===== src/rtl/handshake_const_pkg.sv =====
// rtl/handshake_const_pkg.sv - shared types, constants and helpers for the constant-token arbiter
// Purpose: slot-state enum, index-width derivation and the default constant token value.
package handshake_const_pkg;

  typedef enum logic {
    EMPTY = 1'b0,
    FULL  = 1'b1
  } slot_state_e;

  localparam logic [26:0] HANDSHAKE_CONST_DEFAULT = 27'h5BA4EA6;

  // A single requester still needs a one-bit index port.
  function automatic int idx_width(input int num_req);
    return (num_req <= 1) ? 1 : $clog2(num_req);
  endfunction

endpackage


===== src/rtl/handshake_rr_arbiter.sv =====
// rtl/handshake_rr_arbiter.sv - request arbiter, round-robin or fixed priority
// Purpose: pick one requester per cycle and, in round-robin mode, own the search pointer.
// Build option: HANDSHAKE_CONST_ARB_RR_EN selects round-robin; otherwise lowest index wins.
// Ports:
//   clk, rst   in   clock, asynchronous active-high reset
//   req        in   NUM_REQ request vector
//   adv        in   accepted handshake; moves the pointer past the current winner
//   grant      out  one-hot grant (all zero when no request)
//   grant_idx  out  binary index of the granted requester
//   rr_ptr     out  current search start (constant 0 in fixed-priority build)
module handshake_rr_arbiter #(
  parameter int NUM_REQ = 4,
  parameter int IDX_W   = 2
) (
  input  logic               clk,
  input  logic               rst,
  input  logic [NUM_REQ-1:0] req,
  input  logic               adv,
  output logic [NUM_REQ-1:0] grant,
  output logic [IDX_W-1:0]   grant_idx,
  output logic [IDX_W-1:0]   rr_ptr
);

`ifdef HANDSHAKE_CONST_ARB_RR_EN
  logic [IDX_W-1:0] rr_ptr_q;
  logic [IDX_W-1:0] rr_ptr_d;

  // Search NUM_REQ slots starting at rr_ptr_q, wrapping modulo NUM_REQ.
  always_comb begin
    int   j;
    logic found;
    j         = 0;
    found     = 1'b0;
    grant     = '0;
    grant_idx = '0;
    for (int k = 0; k < NUM_REQ; k++) begin
      j = int'(rr_ptr_q) + k;
      if (j >= NUM_REQ) j = j - NUM_REQ;
      if (!found && req[j]) begin
        found     = 1'b1;
        grant[j]  = 1'b1;
        grant_idx = IDX_W'(j);
      end
    end
  end

  always_comb begin
    int nxt;
    nxt      = int'(grant_idx) + 1;
    if (nxt >= NUM_REQ) nxt = 0;
    rr_ptr_d = adv ? IDX_W'(nxt) : rr_ptr_q;
  end

  always_ff @(posedge clk or posedge rst) begin
    if (rst) rr_ptr_q <= '0;
    else     rr_ptr_q <= rr_ptr_d;
  end

  assign rr_ptr = rr_ptr_q;
`else
  // Lowest asserted index wins; no pointer state exists in this build.
  always_comb begin
    logic found;
    found     = 1'b0;
    grant     = '0;
    grant_idx = '0;
    for (int k = 0; k < NUM_REQ; k++) begin
      if (!found && req[k]) begin
        found     = 1'b1;
        grant[k]  = 1'b1;
        grant_idx = IDX_W'(k);
      end
    end
  end

  assign rr_ptr = '0;

  logic unused_fixed;
  assign unused_fixed = ^{clk, rst, adv};
`endif

endmodule


===== src/rtl/handshake_const_arbiter.sv =====
// rtl/handshake_const_arbiter.sv - shared constant-token source with arbitrated elastic output
// Purpose: arbitrate NUM_REQ token requests into a one-entry output slot carrying CONST_VALUE
//          and the winner's index.
// Build option: HANDSHAKE_CONST_ARB_RR_EN selects round-robin arbitration (default fixed priority).
// Ports:
//   clk, rst     in   clock, asynchronous active-high reset
//   ctrl_valid   in   NUM_REQ per-requester token request
//   ctrl_ready   out  NUM_REQ per-requester accept, at most one bit set
//   outs         out  DATA_WIDTH token data, always CONST_VALUE
//   outs_index   out  IDX_W index of the requester that produced the held token
//   outs_valid   out  output slot full
//   outs_ready   in   downstream accept
module handshake_const_arbiter
  import handshake_const_pkg::*;
#(
  parameter int                    DATA_WIDTH  = 32,
  parameter int                    NUM_REQ     = 4,
  parameter logic [DATA_WIDTH-1:0] CONST_VALUE = DATA_WIDTH'(HANDSHAKE_CONST_DEFAULT),
  parameter int                    IDX_W       = idx_width(NUM_REQ)
) (
  input  logic                  clk,
  input  logic                  rst,
  input  logic [NUM_REQ-1:0]    ctrl_valid,
  output logic [NUM_REQ-1:0]    ctrl_ready,
  output logic [DATA_WIDTH-1:0] outs,
  output logic [IDX_W-1:0]      outs_index,
  output logic                  outs_valid,
  input  logic                  outs_ready
);

  slot_state_e      slot_q, slot_d;
  logic [IDX_W-1:0] idx_q, idx_d;

  logic [NUM_REQ-1:0] grant;
  logic [IDX_W-1:0]   grant_idx;
  logic [IDX_W-1:0]   rr_ptr_unused;
  logic               can_accept;
  logic               in_hs;

  handshake_rr_arbiter #(
    .NUM_REQ (NUM_REQ),
    .IDX_W   (IDX_W)
  ) u_arb (
    .clk       (clk),
    .rst       (rst),
    .req       (ctrl_valid),
    .adv       (in_hs),
    .grant     (grant),
    .grant_idx (grant_idx),
    .rr_ptr    (rr_ptr_unused)
  );

  // A full slot being drained this cycle can be refilled in the same cycle.
  assign can_accept = (slot_q == EMPTY) || outs_ready;
  assign ctrl_ready = grant & {NUM_REQ{can_accept}};
  // grant is only ever set on an asserted request, so this is the input handshake.
  assign in_hs      = can_accept && (|grant);

  always_comb begin
    slot_d = slot_q;
    idx_d  = idx_q;
    if (in_hs) begin
      slot_d = FULL;
      idx_d  = grant_idx;
    end else if (outs_ready) begin
      slot_d = EMPTY;
    end
  end

  always_ff @(posedge clk or posedge rst) begin
    if (rst) begin
      slot_q <= EMPTY;
      idx_q  <= '0;
    end else begin
      slot_q <= slot_d;
      idx_q  <= idx_d;
    end
  end

  assign outs       = CONST_VALUE;
  assign outs_index = idx_q;
  assign outs_valid = (slot_q == FULL);

endmodule

===== config.mk =====
export PLATFORM = sky130hd
export DESIGN_NAME = handshake_const_arbiter
export DESIGN_NICKNAME = d
export VERILOG_FILES = /design/src/rtl/handshake_const_pkg.sv /design/src/rtl/handshake_rr_arbiter.sv /design/src/rtl/handshake_const_arbiter.sv
export SDC_FILE = /design/constraint.sdc
export NUM_CORES = 1
export LEC_CHECK = 0
export ABC_AREA = 1
export CORE_MARGIN = 2
export CORE_UTILIZATION = 29
export CTS_CLUSTER_SIZE = 20
export DETAILED_ROUTE_END_ITERATION = 12
export PLACE_DENSITY_LB_ADDON = 0.3
export RECOVER_POWER = 25
export SYNTH_ARGS = -nofsm -noshare
export SYNTH_HDL_FRONTEND = slang
export SYNTH_SLANG_ARGS = --single-unit

===== constraint.sdc =====
create_clock -name clk -period 1.48 [get_ports clk]
set_clock_uncertainty 0.05 [all_clocks]
set_input_delay 0.37 -clock clk [delete_from_list [all_inputs] [get_ports clk]]
set_output_delay 0.37 -clock clk [all_outputs]
set_load 0.02 [all_outputs]

# Word level (Yosys, flattened, before mapping)
# Index checks and enable logic that the tools add are counted.
# totals
reg_bits	3
output_inout_bits	39
# op_classes
muxes	11
bitwise_logic	2
n_reduce_logical	10
# op_table
cell	n
$mux W1	9
$and A4 B4 Y4	1
$logic_and A1 B1 Y1	4
$mux W2	2
$reduce_or A4 Y1	1
$logic_not A1 Y1	3
$reduce_bool A2 Y1	1
$logic_or A1 B1 Y1	1
$not A1 Y1	1

# Longest topological paths before layout
# Gate-level depths: netlist (run 1).
# logic_depth
word_depth	13
ltp_mapped	6
depth_no_buf	6

# By module
# From an unflattened synthesis (run 1), not the netlist that was laid out.
# unflattened
hier_cells	77
area_unflattened_um2	503.0
# modules_own_cells
mod	instances	cells_per_inst	area_per_inst_um2
handshake_const_arbiter	1	61	425.4
handshake_rr_arbiter	1	16	77.6

# Worst setup path before layout (run 1)
# OpenSTA, ideal clock, no wires.
# synth_path
path_kind	register -> output
start	register slot_q, in the netlist outs_valid
end	output port ctrl_ready[3]
arrival_ns	0.949
required_ns	1.060
setup_slack_ns	0.111
path_stages_with_launch	4
n_path_buf	0
cell_sequence	dfrtp_1 -> nand2_2 -> nand2_1 -> nor2_1
# synth_between
elab_chain_len	3
# synth_rtl
element	line_no	text
start: declaration	handshake_const_arbiter.sv:31	slot_state_e slot_q, slot_d;
start signal: assignment	handshake_const_arbiter.sv:75	slot_q <= slot_d;
$not A1 Y1	handshake_const_arbiter.sv:54	assign can_accept = (slot_q == EMPTY) || outs_ready;
$logic_or A1 B1 Y1	handshake_const_arbiter.sv:54	
$and A4 B4 Y4	handshake_const_arbiter.sv:55	assign ctrl_ready = grant & {NUM_REQ{can_accept}};
end: declaration	handshake_const_arbiter.sv:24	output logic [NUM_REQ-1:0] ctrl_ready,
# No other way between the ends.

# Final worst setup path (run 1)
# Ends and elaborated chain as after synthesis.

==> impl_metrics.py, run 1 <==
metrics = {
    "synthesis": {
        "yosysWarnings": 0,
        "ys_types": 9,
        "ys_seq_area_frac": 0.179,
        "syn_inst": 61,
        "syn_area_um2": 420,
        "synth.avg_cell_area_um2": 6.89,
        "ys_seq_elements": 3,
    },
    "routing": {
        "wire_per_inst_um": 7.41,
        "routed_wl_um": 748,
        "dr.pass1.iters": 3,
        "vias": 326,
        "drc": 0,
        "ant_nets": 0,
        "drt_iter0_markers": 2,
        "via_per_inst": 3.23,
    },
    "power": {
        "p_leak_nw": 0.354,
        "powerDensity_nw_per_um2": 730,
        "total_power_uw": 426,
        "peakVddDrop_mv": 0.372,
    },
    "sta": {
        "slew_violations": 0,
        "hold_viol_final": 0,
        "whs_ps": 397,
        "rsz0062_at_grt": "true",
        "post-route-min-period_ps": 1450,
        "max_freq_mhz": 691,
        "finalCritPeriodShare": 0.977,
        "layout_setup_ws_ps": 33.7,
        "setup_viol": 0,
    },
    "layout": {
        "stdcell_count": 101,
        "layout_commonest_cell": "conb_1",
        "area_growth_pct": 38.7,
        "n_fill_cell": 156,
        "fin_nets": 94,
        "drive_gt1_frac": 0.326,
        "diodes": 0,
        "final_cell_mix": "conb_1, buf_4, nand2_1",
    },
    "floorplan": {
        "ios": 46,
        "dieArea_um2": 1770,
        "start_util": 0.315,
        "die_w_um": 42.1,
        "rows": 13,
        "fp.dieH_um": 42.1,
        "fp.coreArea_um2": 1330,
    },
    "worst_setup_path": {
        "path_class": "flip-flop to output pin",
        "cp.required_ps": 1060,
        "arrival_ps": 1030,
        "start_kind": "flip-flop",
        "end_kind": "output pin",
        "critPathMaxFanout": 3,
    },
    "clock_network": {
        "cts_tree": "built",
        "cts_max_path_buffers": 2,
        "clock_sinks": 3,
        "clk_pin_slew_ps": 40,
        "cts-buffers-inserted": 3,
        "clock-root-buffer": "clkbuf_4",
        "clock_latency_ps": 230,
        "cts.htree.levels": 1,
    },
    "job": {
        "cap_violations": 0,
    },
    "global_routing": {
        "grt_max_degree": 4,
        "grt-busiest-layer": "met2",
        "grt_antenna_before_repair": 0,
        "grt_pass1_wl_um": 1010,
        "globalRouteMet1Util": 0.0827,
        "grt_pass1_vias": 274,
        "grt-ovfl-total": 0,
        "grtUsageMet2": 0.122,
        "gr-usage-met3": 0.0216,
        "grt_usage": 0.0779,
    },
    "placement": {
        "dp_slack_ps": -720,
        "place_hpwl_um": 502,
        "dp_cells": 91,
        "numPortBuffers": 13,
        "gp_congestion": 0.692,
    },
    "outcome": {
        "status": "completed",
    },
    "hold_path": {
        "min_path_type": "primary input to asynchronous set/reset pin",
    },
}
## registers in the layout, indices dropped and copies added, names as in the netlist
| signal | count |
|---|---|
| outs_valid | 1 |
| outs_index | 2 |
## synth_stat cells
| cell type | count | area share |
|---|---|---|
| buf_4 | 32 | 0.57 |
| conb_1 | 2 | 0.018 |
| dfrtp_1 | 3 | 0.18 |
| inv_1 | 5 | 0.045 |
| nand2_1 | 10 | 0.089 |
| nand2_2 | 1 | 0.015 |
| nor2_1 | 6 | 0.054 |
| nor2_2 | 1 | 0.015 |
| or2_1 | 1 | 0.015 |
## layout make-up
cell class / count / area [um^2] / area share
inverter: 5 / 18.8 / 0.0322
sequential: 3 / 75.1 / 0.129
multi-input combinational: 51 / 239 / 0.410
timing repair buffer: 23 / 205 / 0.352
clock buffer: 4 / 26.3 / 0.0451
tap: 15 / 18.8 / 0.0322
## worst max-delay path, stage by stage, from the launching register on
cell and delay (ps):
dfrtp_1 380, nand2_2 120, nand2_4 80, nor2_4 90
buf_6 120
## metal layers
layer / up-vias / wire length [um]
li1: 162 / -
met1: 137 / 244
met2: 27 / 396
met3: 0 / 106
met4: 0 / 0
met5: - / 0
## path summary, 6_finish.rpt
kind	cells after the start	start	end	slack [ps]
worst min register to register	2	outs_index[0]	outs_index[0]	420
worst min-delay path	2	rst	outs_index[1]	400
max in group asynchronous	2	rst	outs_index[0]	860
min in group clk	2	outs_index[0]	outs_index[0]	420
worst max register to register	7	outs_valid	outs_index[0]	340
worst max-delay path	4	outs_valid	ctrl_ready[3]	30
## repair_timing
action	CTS	global route
cloned	0	0
resized for setup	46	3
setup buffers	5	1
setup endpoints to repair	7	4
hold buffers	0	0
endpoints found under the hold margin	0	0
pin swaps	6	5
## cell families after synthesis
group	share of synthesized area
buf+inv	0.616
flops	0.179
other cells	0.0179
simple gates	0.188
## per-stage QoR
stage	area (um^2)	setup TNS [ps]	util
floorplan	533	0	-
global placement	472	-2720	0.354
detailed placement	472	-2700	0.354
CTS	564	-12.2	0.423
global route	583	-51.9	0.437
finish	583	0	0.437
## where the power goes
group | switching [mW] | internal (mW) | total [mW] | leakage, nW
Sequential | 0.00450 | 0.0910 | 0.0955 | 0.0362
Clock | 0.0408 | 0.101 | 0.142 | 0.0150
Combinational | 0.130 | 0.0579 | 0.188 | 0.303
Total | 0.176 | 0.250 | 0.426 | 0.354
(Power assumes the default switching activity.)
==> inputs of run 2 (changes only) <==
--- a/config.mk
+++ b/config.mk
@@ -6,7 +6,7 @@
 export NUM_CORES = 1
 export LEC_CHECK = 0
 export ABC_AREA = 1
-export CORE_MARGIN = 2
+export CORE_MARGIN = 3
 export CORE_UTILIZATION = 29
 export CTS_CLUSTER_SIZE = 20
 export DETAILED_ROUTE_END_ITERATION = 12
==> run 2 against run 1 <==
  * Die area increased by 9.7%
  * Combinational power decreased by 3%
  * Register-to-register slack got worse by 100 ps
  * Via count decreased by 2.8%
  * Total power decreased by 1.8%
  * Global-route usage decreased by 0.17 points
  * Count of clock-buffer cells in the layout unchanged
  * Critical path depth increased by 1
  * Sequential power about the same
  * Critical path type is now primary input to output pin
  * Largest cell class unchanged
==> impl_metrics.py, run 2 (synthesis results as in run 1) <==
metrics = {
    "worst_setup_path": {
        "arrival_ps": 1060,
        "end_kind": "output pin",
        "rrSetupSlack_ps": 240,
        "worstReg2RegEnd": "outs_index[1]",
        "rr_startpoint": "outs_valid",
        "crit_end": "ctrl_ready[3]",
        "r2r_cells": 8,
        "path_class": "primary input to output pin",
        "critPathMaxFanout": 3,
        "start_kind": "primary input",
        "startpoint": "ctrl_valid[0]",
        "cp.required_ps": 1060,
    },
    "sta": {
        "rsz0062_at_grt": "true",
        "max_freq_mhz": 677,
        "hold_viol_final": 0,
        "slew_violations": 0,
        "finalCritPeriodShare": 0.999,
        "whs_ps": 390,
        "layout_setup_ws_ps": 1.88,
        "post-route-min-period_ps": 1480,
        "setup_viol": 0,
        "fin_setup_tns_ps": 0,
    },
    "floorplan": {
        "die_w_um": 44.1,
        "dieArea_um2": 1940,
        "start_util": 0.315,
        "fp.dieH_um": 44.1,
        "rows": 13,
        "ios": 46,
        "fp.coreArea_um2": 1330,
    },
    "layout": {
        "final_core_util": 0.420,
        "final_cell_mix": "conb_1, buf_4, nand2_1",
        "register_area_um2": 75.1,
        "fin_nets": 94,
        "multi_input_area_um2": 224,
        "largest_register_ffs": 2,
        "stdcell_count": 101,
        "n_fill_cell": 144,
        "design_area_um2": 561,
        "layout_commonest_cell": "conb_1",
        "area_growth_pct": 33.3,
        "drive_gt1_frac": 0.279,
        "diodes": 0,
    },
    "placement": {
        "gp_congestion": 0.712,
        "place_hpwl_um": 557,
        "dp_cells": 90,
        "dp_slack_ps": -731,
        "numPortBuffers": 13,
        "dpl_cell_area_um2": 464,
    },
    "global_routing": {
        "grt_antenna_before_repair": 0,
        "grt-ovfl-total": 0,
        "grt_usage": 0.0763,
        "grt_pass1_wl_um": 1030,
        "grt_pass1_vias": 257,
        "grt_max_degree": 4,
    },
    "routing": {
        "dr.pass1.iters": 2,
        "ant_nets": 0,
        "vias": 317,
        "via_per_inst": 3.14,
        "drt_iter0_markers": 1,
        "drc": 0,
        "routed_wl_um": 721,
        "wire_per_inst_um": 7.14,
    },
    "power": {
        "p_leak_nw": 0.360,
        "peakVddDrop_mv": 0.330,
        "total_power_uw": 418,
        "powerDensity_nw_per_um2": 746,
    },
    "clock_network": {
        "clock-root-buffer": "clkbuf_4",
        "cts-buffers-inserted": 3,
        "cts_tree": "built",
        "cts.htree.levels": 1,
        "clk_pin_slew_ps": 40,
        "clock_latency_ps": 230,
        "clock_sinks": 3,
        "cts_max_path_buffers": 2,
    },
    "outcome": {
        "status": "completed",
    },
    "hold_path": {
        "min_path_type": "primary input to asynchronous set/reset pin",
    },
    "job": {
        "cap_violations": 0,
    },
}
-- run 2: worst max-delay path, cell delays in order --
cell and delay, ps:
clkdlybuf4s15_1 190, nor2_2 160, nand2_4 90, nor2_4 120, buf_6 120
-- run 2: final cells by class --
type	count	share of cell area
timing repair buffer	23	0.353
clock buffer	4	0.0469
multi-input combinational	51	0.400
inverter	5	0.0335
sequential	3	0.134
tap	15	0.0335
-- run 2: report_power, final --
part | total, mW | internal (mW) | switching, mW
logic | 0.182 | 0.0553 | 0.126
registers | 0.0954 | 0.0910 | 0.00440
clock network | 0.141 | 0.101 | 0.0402
total | 0.418 | 0.247 | 0.171
-- run 2: layer usage --
metal	wire, um	GRT usage	share of wire
met1	225	0.0721	0.31
met2	340	0.105	0.47
met3	155	0.0569	0.21
met4	0	0.0723	0
met5	0	0	0
-- run 2: how the worst min path moves through the flow --
stage | startpoint | endpoint | slack, ps
finish | rst | outs_index[0] | 390
global route | rst | outs_index[1] | 390
CTS | rst | outs_index[0] | 240
detailed placement | outs_index[1] | outs_index[1] | 430
global placement | outs_index[1] | outs_index[1] | 420
floorplan | rst | outs_index[0] | 70
-- run 2: timing repair --
item	in CTS	in global routing
endpoints found under the setup margin	7	4
pin swaps	4	5
hold buffers	0	0
gates resized for setup	30	11
setup buffers	5	2
==> inputs of run 3 (changes only) <==
--- a/config.mk
+++ b/config.mk
@@ -8,7 +8,7 @@
 export ABC_AREA = 1
 export CORE_MARGIN = 3
 export CORE_UTILIZATION = 29
-export CTS_CLUSTER_SIZE = 20
+export CTS_CLUSTER_SIZE = 30
 export DETAILED_ROUTE_END_ITERATION = 12
 export PLACE_DENSITY_LB_ADDON = 0.3
 export RECOVER_POWER = 25
==> results of run 3 <==
The final DEF is identical to that of run 2; final timing and power are the same.
